===== src/rtl/icache_pkg.sv =====
// -----------------------------------------------------------------------------
// icache_pkg
// Shared definitions for the instruction cache: FSM state type, default
// geometry, the tag-width function and address field-extract helpers.
// Addresses are 16-bit word addresses laid out as {tag, index, offset}.
// -----------------------------------------------------------------------------
package icache_pkg;

    localparam int ADDR_BITS       = 16;
    localparam int DEF_INDEX_BITS  = 3;
    localparam int DEF_OFFSET_BITS = 2;

    typedef enum logic {
        IDLE = 1'b0,
        FILL = 1'b1
    } state_t;

    function automatic int tag_bits(input int index_bits, input int offset_bits);
        return ADDR_BITS - index_bits - offset_bits;
    endfunction

    // Field helpers return the field right-justified in a full-width word;
    // callers size-cast to the field width they need.
    function automatic logic [ADDR_BITS-1:0] addr_tag(input logic [ADDR_BITS-1:0] addr,
                                                      input int index_bits,
                                                      input int offset_bits);
        return addr >> (index_bits + offset_bits);
    endfunction

    function automatic logic [ADDR_BITS-1:0] addr_index(input logic [ADDR_BITS-1:0] addr,
                                                        input int index_bits,
                                                        input int offset_bits);
        return (addr >> offset_bits) & ((16'd1 << index_bits) - 16'd1);
    endfunction

    function automatic logic [ADDR_BITS-1:0] addr_offset(input logic [ADDR_BITS-1:0] addr,
                                                         input int offset_bits);
        return addr & ((16'd1 << offset_bits) - 16'd1);
    endfunction

    // Line-aligned base address: offset field forced to zero.
    function automatic logic [ADDR_BITS-1:0] line_base(input logic [ADDR_BITS-1:0] addr,
                                                       input int offset_bits);
        return addr & ~((16'd1 << offset_bits) - 16'd1);
    endfunction

endpackage


===== src/rtl/icache_array.sv =====
// -----------------------------------------------------------------------------
// icache_array
// Valid / tag / data storage for the direct-mapped instruction cache.
//   clk, rst            : clock, synchronous active-high reset (clears valids)
//   rd_idx, rd_off      : combinational read port address
//   rd_valid, rd_tag    : valid bit and stored tag of line rd_idx
//   rd_data             : word rd_off of line rd_idx
//   wr_en, wr_idx,
//   wr_off, wr_data     : single-word data write port (fill beats)
//   tag_we, tag_wdata   : install tag of line wr_idx and set its valid bit
//   inv_all             : clear every valid bit (wins over tag_we)
// -----------------------------------------------------------------------------
module icache_array
    import icache_pkg::*;
#(
    parameter  int INDEX_BITS  = DEF_INDEX_BITS,
    parameter  int OFFSET_BITS = DEF_OFFSET_BITS,
    localparam int TAG_BITS    = tag_bits(INDEX_BITS, OFFSET_BITS)
) (
    input  logic                   clk,
    input  logic                   rst,
    input  logic [INDEX_BITS-1:0]  rd_idx,
    input  logic [OFFSET_BITS-1:0] rd_off,
    output logic                   rd_valid,
    output logic [TAG_BITS-1:0]    rd_tag,
    output logic [15:0]            rd_data,
    input  logic                   wr_en,
    input  logic [INDEX_BITS-1:0]  wr_idx,
    input  logic [OFFSET_BITS-1:0] wr_off,
    input  logic [15:0]            wr_data,
    input  logic                   tag_we,
    input  logic [TAG_BITS-1:0]    tag_wdata,
    input  logic                   inv_all
);

    localparam int LINES = 1 << INDEX_BITS;
    localparam int WORDS = 1 << OFFSET_BITS;

    logic [LINES-1:0]    valid;
    logic [TAG_BITS-1:0] tags [LINES];
    logic [15:0]         data [LINES][WORDS];

    // Invalidate has priority over installing a line, so a pending
    // invalidate that coincides with the last fill beat drops that line too.
    always_ff @(posedge clk) begin
        if (rst) begin
            valid <= '0;
        end else if (inv_all) begin
            valid <= '0;
        end else if (tag_we) begin
            valid[wr_idx] <= 1'b1;
        end
    end

    // NOTE: tag and data arrays are deliberately left without reset; the
    // valid bits alone qualify their contents, and resetting a storage array
    // would prevent it from mapping onto plain storage cells.
    always_ff @(posedge clk) begin
        if (wr_en) begin
            data[wr_idx][wr_off] <= wr_data;
        end
        if (tag_we) begin
            tags[wr_idx] <= tag_wdata;
        end
    end

    assign rd_valid = valid[rd_idx];
    assign rd_tag   = tags[rd_idx];
    assign rd_data  = data[rd_idx][rd_off];

endmodule


===== src/rtl/icache_ctrl.sv =====
// -----------------------------------------------------------------------------
// icache_ctrl
// Direct-mapped, read-only instruction cache between the IF fetch port and a
// multi-cycle main memory. Hits return in the same cycle; a miss stalls IF
// while the whole line is fetched one word per mem_rdy beat.
//   clk, rst     : clock, synchronous active-high reset
//   if_addr      : fetch word address (PC)
//   if_re        : fetch request this cycle
//   inv_all      : one-cycle pulse, invalidate every line
//   instr        : fetched word, valid when if_re & ~stall
//   stall        : miss in progress, IF holds its PC
//   mem_re       : line-fill request, high for the whole fill
//   mem_addr     : line-aligned fill address
//   mem_rdy      : memory beat strobe, ascending word order
//   mem_rdata    : beat data
// -----------------------------------------------------------------------------
module icache_ctrl
    import icache_pkg::*;
#(
    parameter int INDEX_BITS  = DEF_INDEX_BITS,
    parameter int OFFSET_BITS = DEF_OFFSET_BITS
) (
    input  logic        clk,
    input  logic        rst,
    input  logic [15:0] if_addr,
    input  logic        if_re,
    input  logic        inv_all,
    output logic [15:0] instr,
    output logic        stall,
    output logic        mem_re,
    output logic [15:0] mem_addr,
    input  logic        mem_rdy,
    input  logic [15:0] mem_rdata
);

    localparam int TAG_BITS = tag_bits(INDEX_BITS, OFFSET_BITS);

    state_t                 state;
    logic [OFFSET_BITS-1:0] beat_cnt;
    logic                   inv_pend;
    logic [15:0]            fill_addr;

    logic [INDEX_BITS-1:0]  lk_idx;
    logic [OFFSET_BITS-1:0] lk_off;
    logic [TAG_BITS-1:0]    lk_tag;
    logic [INDEX_BITS-1:0]  fill_idx;
    logic [TAG_BITS-1:0]    fill_tag;
    logic                   line_valid;
    logic [TAG_BITS-1:0]    line_tag;
    logic                   hit;
    logic                   miss;
    logic                   beat;
    logic                   last_beat;
    logic                   clr_valid;

    assign lk_idx   = INDEX_BITS'(addr_index(if_addr, INDEX_BITS, OFFSET_BITS));
    assign lk_off   = OFFSET_BITS'(addr_offset(if_addr, OFFSET_BITS));
    assign lk_tag   = TAG_BITS'(addr_tag(if_addr, INDEX_BITS, OFFSET_BITS));
    assign fill_idx = INDEX_BITS'(addr_index(fill_addr, INDEX_BITS, OFFSET_BITS));
    assign fill_tag = TAG_BITS'(addr_tag(fill_addr, INDEX_BITS, OFFSET_BITS));

    assign hit       = line_valid && (line_tag == lk_tag);
    assign miss      = (state == IDLE) && if_re && !hit;
    assign beat      = (state == FILL) && mem_rdy;
    assign last_beat = beat && (beat_cnt == '1);

    // An invalidate seen during a fill is deferred to the final beat so the
    // line being installed is dropped along with everything else.
    assign clr_valid = ((state == IDLE) && inv_all) ||
                       (last_beat && (inv_pend || inv_all));

    // Lookup in the invalidate cycle still sees the old valids; stall must
    // be combinational so a hit costs no added latency.
    assign stall    = !rst && ((state == FILL) || (if_re && !hit));
    assign mem_addr = fill_addr;

    icache_array #(
        .INDEX_BITS  (INDEX_BITS),
        .OFFSET_BITS (OFFSET_BITS)
    ) u_array (
        .clk       (clk),
        .rst       (rst),
        .rd_idx    (lk_idx),
        .rd_off    (lk_off),
        .rd_valid  (line_valid),
        .rd_tag    (line_tag),
        .rd_data   (instr),
        .wr_en     (beat),
        .wr_idx    (fill_idx),
        .wr_off    (beat_cnt),
        .wr_data   (mem_rdata),
        .tag_we    (last_beat),
        .tag_wdata (fill_tag),
        .inv_all   (clr_valid)
    );

    // NOTE: all state here is sequential and updated with non-blocking
    // assignments, so every branch reads the pre-edge values consistently.
    always_ff @(posedge clk) begin
        if (rst) begin
            state     <= IDLE;
            beat_cnt  <= '0;
            inv_pend  <= 1'b0;
            fill_addr <= '0;
            mem_re    <= 1'b0;
        end else begin
            unique case (state)
                IDLE: begin
                    if (miss) begin
                        fill_addr <= line_base(if_addr, OFFSET_BITS);
                        beat_cnt  <= '0;
                        mem_re    <= 1'b1;
                        state     <= FILL;
                    end
                end
                FILL: begin
                    if (inv_all) begin
                        inv_pend <= 1'b1;
                    end
                    if (beat) begin
                        // Wraps back to zero exactly on the final beat.
                        beat_cnt <= beat_cnt + OFFSET_BITS'(1);
                    end
                    if (last_beat) begin
                        state    <= IDLE;
                        mem_re   <= 1'b0;
                        inv_pend <= 1'b0;
                    end
                end
            endcase
        end
    end

endmodule


===== config.mk =====
export PLATFORM = sky130hd
export DESIGN_NAME = icache_ctrl
export DESIGN_NICKNAME = d
export VERILOG_FILES = /design/src/rtl/icache_pkg.sv /design/src/rtl/icache_array.sv /design/src/rtl/icache_ctrl.sv
export SDC_FILE = /design/constraint.sdc
export NUM_CORES = 1
export LEC_CHECK = 0
export BUFFER_PORTS_ARGS = -buffer_cell sky130_fd_sc_hd__buf_2
export CELL_PAD_IN_SITES_DETAIL_PLACEMENT = 0
export CELL_PAD_IN_SITES_GLOBAL_PLACEMENT = 1
export CORE_ASPECT_RATIO = 0.8
export CORE_MARGIN = 2
export CORE_UTILIZATION = 59
export DETAILED_ROUTE_END_ITERATION = 10
export GPL_ROUTABILITY_DRIVEN = 0
export PLACE_DENSITY = 0.95
export SLEW_MARGIN = 25
export SYNTH_ARGS = -nofsm -noshare
export SYNTH_HDL_FRONTEND = slang
export SYNTH_SLANG_ARGS = --single-unit

===== constraint.sdc =====
create_clock -name clk -period 7.5 [get_ports clk]
set_input_delay 1.125 -clock clk [delete_from_list [all_inputs] [get_ports clk]]
set_output_delay 1.125 -clock clk [all_outputs]
set_load 0.03 [all_outputs]

==> run summary, run 1 <==
The number of antenna violations at the first check in global routing is 1, and the net count reported at finish is 1,197. During synthesis, Yosys emitted a total of 0 warnings. In the final timing run, aggregate negative setup slack is 0 ns.

After layout, the minimum clock period comes to 5.160 ns. Width of the die: 230.5 um. The total power after layout was 7.115 mW. The synthesized design contains 627 register bits. Across all layers, the routed design uses 11,750 vias. Setup repair after global routing left no endpoint under its margin.

The die covers 42,680 um2. By startpoint and endpoint, the worst setup path is classified as input port to primary output. Number of design-rule violations left by the first detailed-router iteration: 1,757. Dominant combinational cell family by area after synthesis: multiplexers. For this run the aggregate overflow at the end of global routing stands at 0.

The post-CTS setup buffer count came out at 0. In this run the count of I/O pins placed on the die edge is 71. In the synthesized netlist the dominant register cell turns out to be edfxtp_1. The netlist uses 43 different library cells.

For the number of maximum-capacitance constraint violations, the log shows 0. The area share of fa/ha/maj cells after synthesis is 0.002067. The path class of the lowest-slack min-delay path is flop to flop. The worst setup path is launched from an input port.

The first detailed-routing pass ran for 5 iterations. The power density of the placed cells was 261.4 nW/um2. Setup violations remaining at the end of the flow were counted as 0. Pin count of the biggest net entering global routing: 81.

The commonest cells after synthesis are 600 x edfxtp_1, 179 x mux4_2, 37 x nor2_1. Counting flops with a built-in enable in the synthesized netlist gives 600. Post-CTS repair changed the size of 0 cells.

The normalized max-slew margin came out at 0.3181. The area share of and/or/nand/nor cells after synthesis came out at 0.02083. edfxtp_1 is the most common cell in the netlist.

CTS built an H-tree with a depth of 2. Design area: 27,220 um2. The logs give 0 for the final count of hold timing violations and 40,550 um2 for the placeable core area.

The capturing point of the worst reg2reg path was u_array.tags[2][9]. For the worst flop-to-flop path, the logic depth is 3. The run gives 0 as the post-detailed-route count of antenna-violating nets.

The static leakage was 8.668 nW. Dividing the detail-routed via count by the number of cells gives 6.739. For the final setup skew, the log shows 0.008188 ns. The via count of the first global-routing pass was 12,100; the worst-case register-to-register setup slack was 4.49 ns. The library cell occupying the most area in the post-synthesis netlist is edfxtp_1. The beginning of the worst hold path was u_array.valid[5]. The worst setup path is captured at a primary output. The clock passes through at most 3 buffers. The die is 185.2 um tall. Compared with the post-synthesis result, the final layout area differs by 12.43%. The beginning of the critical path was if_addr[4]. Slew at the pin closest to its max-slew limit: 1.020 ns. The sequential cell area fraction in the yosys report is 0.7665, and the fraction of final layout cells sized beyond drive strength 1 is 0.3470.

The tools report the worst hold endpoint as u_array.valid[5]. The maximum VDD drop is 0.2035 mV. In this run the worst path has a maximum fanout of 35.

By area the synthesized netlist is led by edfxtp_1 74%, mux4_2 17%, dfxtp_1 2.2%. The count of buffers added on input and output ports is 68. TritonCTS built the clock tree. The max-slew violation total from the final report is 0, and the clock buffer count from CTS is 57. The number of cells traversed by the worst hold path is 1, and the clock insertion delay at the later pin of the skew report is 0.60 ns. A synthesized cell averages 23.15 um2. After detailed placement, the total cell area comes to 25,400 um2.

The synthesized netlist occupies a cell area of 24,210 um2. The post-route fraction of the period consumed by the critical path came out at 0.6880. The first-pass GRT wire length is 83,410 um, and the share of flip-flops with an asynchronous set or reset is 0. The clock transition at the registers of the reported paths is 0.07 ns. The required time of the critical path is 6.38 ns, and the average routed wire per standard cell is 33.15 um. The tools report the launch instance of the worst register-to-register path as state.

The area fraction in compound gates after synthesis is 0.007286, and the detailed-route wire length is 57,820 um. The clock drives 627 sinks. The logs give 4.04 ns for the arrival time of data at the critical path endpoint and 0 for the cts-stage hold buffer count.

The starting density of the core is 0.5971. The share of the synthesized area in the top cell type works out to 0.7441. Total routing usage reported by global routing: 0.2779.

The xor/xnor share of the synthesized area was 0.003256; the number of instances in the synthesized netlist was 1,046. The sum of net half-perimeters after detailed placement came out at 30,790 um. The cell sitting at the root of the clock tree is a clkbuf_16. The floorplan has 66 rows.

The proportion of synthesized area in mux cells is 0.1883, and the DRC violations left is 0. The flow ran to the end, and the final reports show no timing, DRC or antenna violations. The tools report the upper clock frequency limit as 193.8 MHz.
[layer usage]
metal	track usage	part of all wire	vias to the layer above	wire [um]
li1	-	-	4625	-
met1	0.3741	0.36	6205	21010
met2	0.4634	0.51	793	29380
met3	0.05680	0.098	130	5675
met4	0.09316	0.030	0	1751
met5	0	0	-	0
[flip-flops by register name (all words and copies together), names as in the netlist]
name           count
u_array.tags      88
state              1
mem_re             1
u_array.data     512
u_array.valid      8
beat_cnt           2
inv_pend           1
mem_addr          14
[layout by cell type (no fill, tap or decap), types with 4 or more instances in the layout]
| master | netlist | layout |
|---|---|---|
| nor2_1 | 37 | 13 |
| clkinv_1 | 0 | 10 |
| clkinv_2 | 0 | 15 |
| clkbuf_1 | 24 | 5 |
| nor2_4 | 0 | 8 |
| buf_4 | 6 | 37 |
| mux2i_1 | 32 | 32 |
| mux4_2 | 179 | 179 |
| nor2_2 | 0 | 16 |
| xor2_1 | 8 | 8 |
| bufinv_16 | 0 | 6 |
| dfxtp_1 | 27 | 27 |
| mux2_2 | 16 | 16 |
| clkbuf_16 | 0 | 57 |
| ha_1 | 4 | 4 |
| o21a_1 | 8 | 8 |
| a22oi_1 | 4 | 4 |
| nand3_1 | 7 | 7 |
| edfxtp_1 | 600 | 600 |
| nand2b_1 | 29 | 29 |
| a21oi_1 | 5 | 5 |
| buf_2 | 16 | 64 |
[through the flow]
step | util | worst slack, ns | hold slack, ns | std cells
floorplan | - | 3.061 | 0.4354 | 1047
global placement | 0.6256 | 2.351 | 0.4414 | 1640
detailed placement | 0.6264 | 2.289 | 0.4517 | 1641
CTS | 0.6713 | 2.264 | 0.4747 | 1743
global route | 0.6713 | 2.160 | 0.4835 | 1743
finish | 0.6714 | 2.340 | 0.4760 | 1744
[logic make-up (layout without fill, tap and decap cells)]
group / after synthesis / after routing
compound gates: 25 / 25
xor+xnor: 9 / 9
fa+ha+maj: 4 / 4
buf+inv: 58 / 210
flops: 627 / 627
mux: 228 / 228
other cells: 1 / 3
simple gates: 94 / 94
[report_power, final]
part | total (mW) | leakage [nW] | switching, mW | internal, mW
clock | 2.88 | 0.900 | 1.27 | 1.61
sequential | 3.87 | 5.61 | 0.0182 | 3.85
combinational | 0.367 | 2.16 | 0.219 | 0.149
total | 7.11 | 8.67 | 1.50 | 5.61
[worst max-delay path by stage]
| stage | end | slack, ns |
|---|---|---|
| CTS | instr[10] | 2.26 |
| global placement | instr[13] | 2.35 |
| floorplan | instr[10] | 3.06 |
| global route | instr[10] | 2.16 |
| detailed placement | instr[13] | 2.29 |
| finish | stall | 2.34 |
[layout make-up]
cell class,instances,area [um2]
Tap cell,544,680.7
Clock inverter,38,350.3
Clock buffer,64,1473
Multi-Input combinational cell,362,5475
Antenna cell,1,2.502
Fill cell,2353,13320
Inverter,3,11.26
Timing Repair Buffer,105,671.9
Sequential cell,627,18560
[worst max-delay path: stages]
cell and delay (ns):
buf_4 0.52, buf_4 0.65, mux2i_1 0.39, xor2_1 0.30, nand4_1 0.24, nor4_4 0.25, o21bai_1 0.14, nor2b_1 0.16
buf_2 0.20
Power figures use the tool's default switching activity.
==> inputs of run 2 (changes only) <==
--- a/config.mk
+++ b/config.mk
@@ -5,15 +5,16 @@
 export SDC_FILE = /design/constraint.sdc
 export NUM_CORES = 1
 export LEC_CHECK = 0
+export ABC_AREA = 1
 export BUFFER_PORTS_ARGS = -buffer_cell sky130_fd_sc_hd__buf_2
 export CELL_PAD_IN_SITES_DETAIL_PLACEMENT = 0
 export CELL_PAD_IN_SITES_GLOBAL_PLACEMENT = 1
 export CORE_ASPECT_RATIO = 0.8
 export CORE_MARGIN = 2
-export CORE_UTILIZATION = 59
+export CORE_UTILIZATION = 51
 export DETAILED_ROUTE_END_ITERATION = 10
 export GPL_ROUTABILITY_DRIVEN = 0
-export PLACE_DENSITY = 0.95
+export PLACE_DENSITY = 0.9
 export SLEW_MARGIN = 25
 export SYNTH_ARGS = -nofsm -noshare
 export SYNTH_HDL_FRONTEND = slang
==> constraint.sdc (replaced) <==
create_clock -name clk -period 4.8 [get_ports clk]
set_input_delay 0.72 -clock clk [delete_from_list [all_inputs] [get_ports clk]]
set_output_delay 0.72 -clock clk [all_outputs]
set_load 0.03 [all_outputs]
==> run 2 against run 1 <==
  * Cell count is 54% higher
  * Register-to-register slack worse by 2.4 ns
  * Non-clock buffer count is 15 higher
  * Combinational power is 83% higher
  * Sequential share of layout area is 2.1 points lower
  * Largest cell class unchanged
==> run summary, run 2 <==
Floorplan die area: 50,710 um2. Setup violations remaining at the end of the flow were counted as 0. The share of the synthesized area in the top cell type is 0.7223. Clock tree synthesis inserted a total of 56 buffers. For the synthesized cell area, the log shows 24,950 um2. The sum of net half-perimeters after detailed placement was 34,050 um. The depth of the CTS H-tree was 2; the mean number of vias per cell was 6.104. In this run the worst path has a maximum fanout of 75. The max-slew violation total from the final report was 0; the share of flip-flops with an asynchronous set or reset was 0. Across all register-to-register paths, the minimum setup slack is 2.11 ns. Summing all flip-flop and latch instances after layout gives 18,560 um2. Of all cell types, the one taking the most synthesized area is edfxtp_1. Type of destination of the critical path: a primary output.

In this run the power density over the cells is 402.0 nW/um2. Synthesized area per cell: 12.69 um2. After detailed routing, the total wire length is 62,400 um.

Starting density of the core: 0.5166. The critical path is of the input port to primary output type. On the final layout, the worst clock skew is 0.02837 ns. The library cell used most frequently in the layout, excluding fill and tap cells, is edfxtp_1. The worst path needs 3.854 ns of the cycle, external delays included.

The normalized max-slew margin was 0.2846. The deepest clock path buffer count was 3. The run gives 0.3400 mV as the maximum VDD drop.

The min-delay analysis places its worst path in the category input port to flop. Counting the fill cells in the layout gives 3,641. Detailed routing placed a total of 28,860 um of wire on met2. The tool flagged a number of max-cap violations equal to 0. Fraction of final layout cells sized beyond drive strength 1: 0.1159. The area growth from synthesis to layout is 12.54%.

After detailed routing, the met3 layer carries 7168 um of wire. The number of gates resized after CTS was 0. The flip-flop count of the largest register, all copies and words added works out to 512.

The tools report the number of instances in the synthesized netlist as 1,966. For this run, the top clock speed supported by timing is 259.5 MHz. The CTS sink count is 627. The first global-routing pass estimated 93,760 um of wire.

Clock tree synthesis selected as its root buffer the cell clkbuf_16. The highest layer used for signal routing was met5. In the routed design, unresolved DRC markers number 0.

After clock tree synthesis, the clock-pin slew on the worst setup and hold paths is 0.07 ns. The cts-stage hold buffer count was 0. The total routing usage reported by global routing is 0.2440, and the number of top-level pins is 71. The region available for standard cell placement spans 48,290 um2. The tools report the launch instance of the worst register-to-register path as state.

The most flop-heavy register is u_array.data. The number of antenna violations at the first check in global routing was 2. Setup repair after global routing left no endpoint under its margin. Entering global routing, the biggest net connects 145 pins.

The most used flip-flop cell after synthesis is edfxtp_1. Via count of the first global-routing pass: 15,740. The tools report the required time of the critical path as 4.08 ns. The height of the die is 201.8 um. For the sum of overflow across all layers after global routing, the log shows 0. In this run the remaining antenna-violating nets after routing total 0. TritonCTS built the clock tree.

The number of cells traversed by the worst register-to-register path is 5, and the final count of hold timing violations is 0. The total power after layout came out at 11.29 mW. The run finished with clean final reports. For hold timing, the worst endpoint is mem_addr[7].

The clock reaches the later pin of the worst-skew pair after 0.61 ns. STA classifies the critical path startpoint as an input port. The width of the die is 251.3 um.

For the pin with the worst max-slew slack, the measured transition is 1.071 ns. The final layout contains 2,056 nets. The arrival time of data at the critical path endpoint is 3.13 ns, and the average routed wire per standard cell is 23.18 um.

The initialized floorplan defines 72 standard-cell rows. The capturing point of the worst reg2reg path is u_array.tags[1][6]. For this block, the initial DRC count from the detailed router was 2,159. Counting distinct cell types in the post-synthesis netlist gives 30. For this run, the number of Yosys warnings is 0. Adding up every negative setup slack in the final design gives 0 ns. The startpoint identified for the worst hold timing path is if_addr[7]. For the sequential cell area fraction in the yosys report, the log shows 0.7439. The count of flip-flops with a built-in enable after synthesis came out at 600.

Among all cell types in the netlist, the one instantiated most often is edfxtp_1. The pre-antenna-repair detailed-routing pass consisted of 7 iterations. Summing all multi-input logic gate instances after layout gives 5585 um2. Yosys attributes the largest share of cell area to edfxtp_1 72%, o21ai_0 5.7%, nor2_1 5.2%. The tools report the detailed-route wire length on metal 1 as 24,740 um. The number of setup buffers added after CTS is 0. Leaving out fill and tap cells, the most frequent cells in the layout are 600 x edfxtp_1, 314 x nor2_1, 284 x o21ai_0.

Summed over all cells, the static leakage comes to 9.483 nW. Input and output buffers added on the ports amount to 68. The number of cells traversed by the worst hold path is 3, and the post-synthesis register bit count is 627. The post-route fraction of the period consumed by the critical path is 0.8030. The run gives 16,430 as the overall via count from detail_route. The commonest cells after synthesis are 600 x edfxtp_1, 345 x nor2_1, 284 x o21ai_0.
run 2: cell count changes after synthesis, sizes merged, moves of 38 or more:
cell    change
nor2      +309
nand2     +202
inv        +79
nand3      +89
mux4      -180
o221ai     +90
o21ai     +289
clkbuf     +58
o22ai      +38
run 2: where the power goes:
part	internal (mW)	switching [mW]
sequential	6.01	0.0216
clock	2.63	1.96
combinational	0.173	0.497
run 2: cell type report:
type	instances	share of cell area
tap	629	0.02803
sequential	627	0.6611
antenna	1	0.00008914
inverter	83	0.01150
multi-input combinational	1127	0.1990
clock inverter	32	0.01203
timing repair buffer	120	0.03356
clock buffer	73	0.05478
run 2: critical path, stage by stage:
cell and delay, ns:
clkbuf_8 0.29, buf_4 0.66, o21ai_0 0.20, o22ai_1 0.25, nor2_1 0.09, nor2_1 0.11, o21ai_0 0.22, a31oi_1 0.30
buf_2 0.25
run 2: worst max-delay path by stage:
stage	from	slack [ns]	depth (start not counted)	end
3_3_place_gp	if_addr[2]	0.99	17	stall
4_1_cts	if_addr[2]	0.99	9	instr[6]
5_1_grt	if_addr[2]	0.68	15	stall
2_1_floorplan	if_addr[3]	1.60	11	instr[10]
3_5_place_dp	if_addr[2]	0.99	17	stall
6_report	if_addr[2]	0.95	9	instr[0]
run 2: metrics by stage:
stage               hold WS (ns)    util  std cells  setup slack, ns  area, um2
global route              0.4081  0.5813       2691           0.6796      28070
CTS                       0.3899  0.5792       2687           0.9870      27970
floorplan                 0.4465       -       1967            1.595      24950
detailed placement        0.4703  0.5403       2582           0.9871      26090
finish                    0.4072  0.5814       2692           0.9458      28070
global placement          0.4516  0.5391       2580           0.9948      26030
run 2: routing by layer:
layer / vias up / global-route usage
met2: 936 / 0.3770
met5: - / 0
met3: 141 / 0.04958
met1: 8051 / 0.3503
li1: 7302 / -
met4: 2 / 0.07993
run 2: logic make-up after synthesis:
logic type | count (synthesis) | synth area share
AO/OA/AOI/OAI | 468 | 0.1122
adder cells (fa/ha/maj) | 4 | 0.002006
other | 1 | 0.0001503
AND/OR/NAND/NOR | 653 | 0.1045
buffers and inverters | 213 | 0.03722
flip-flops | 627 | 0.7439
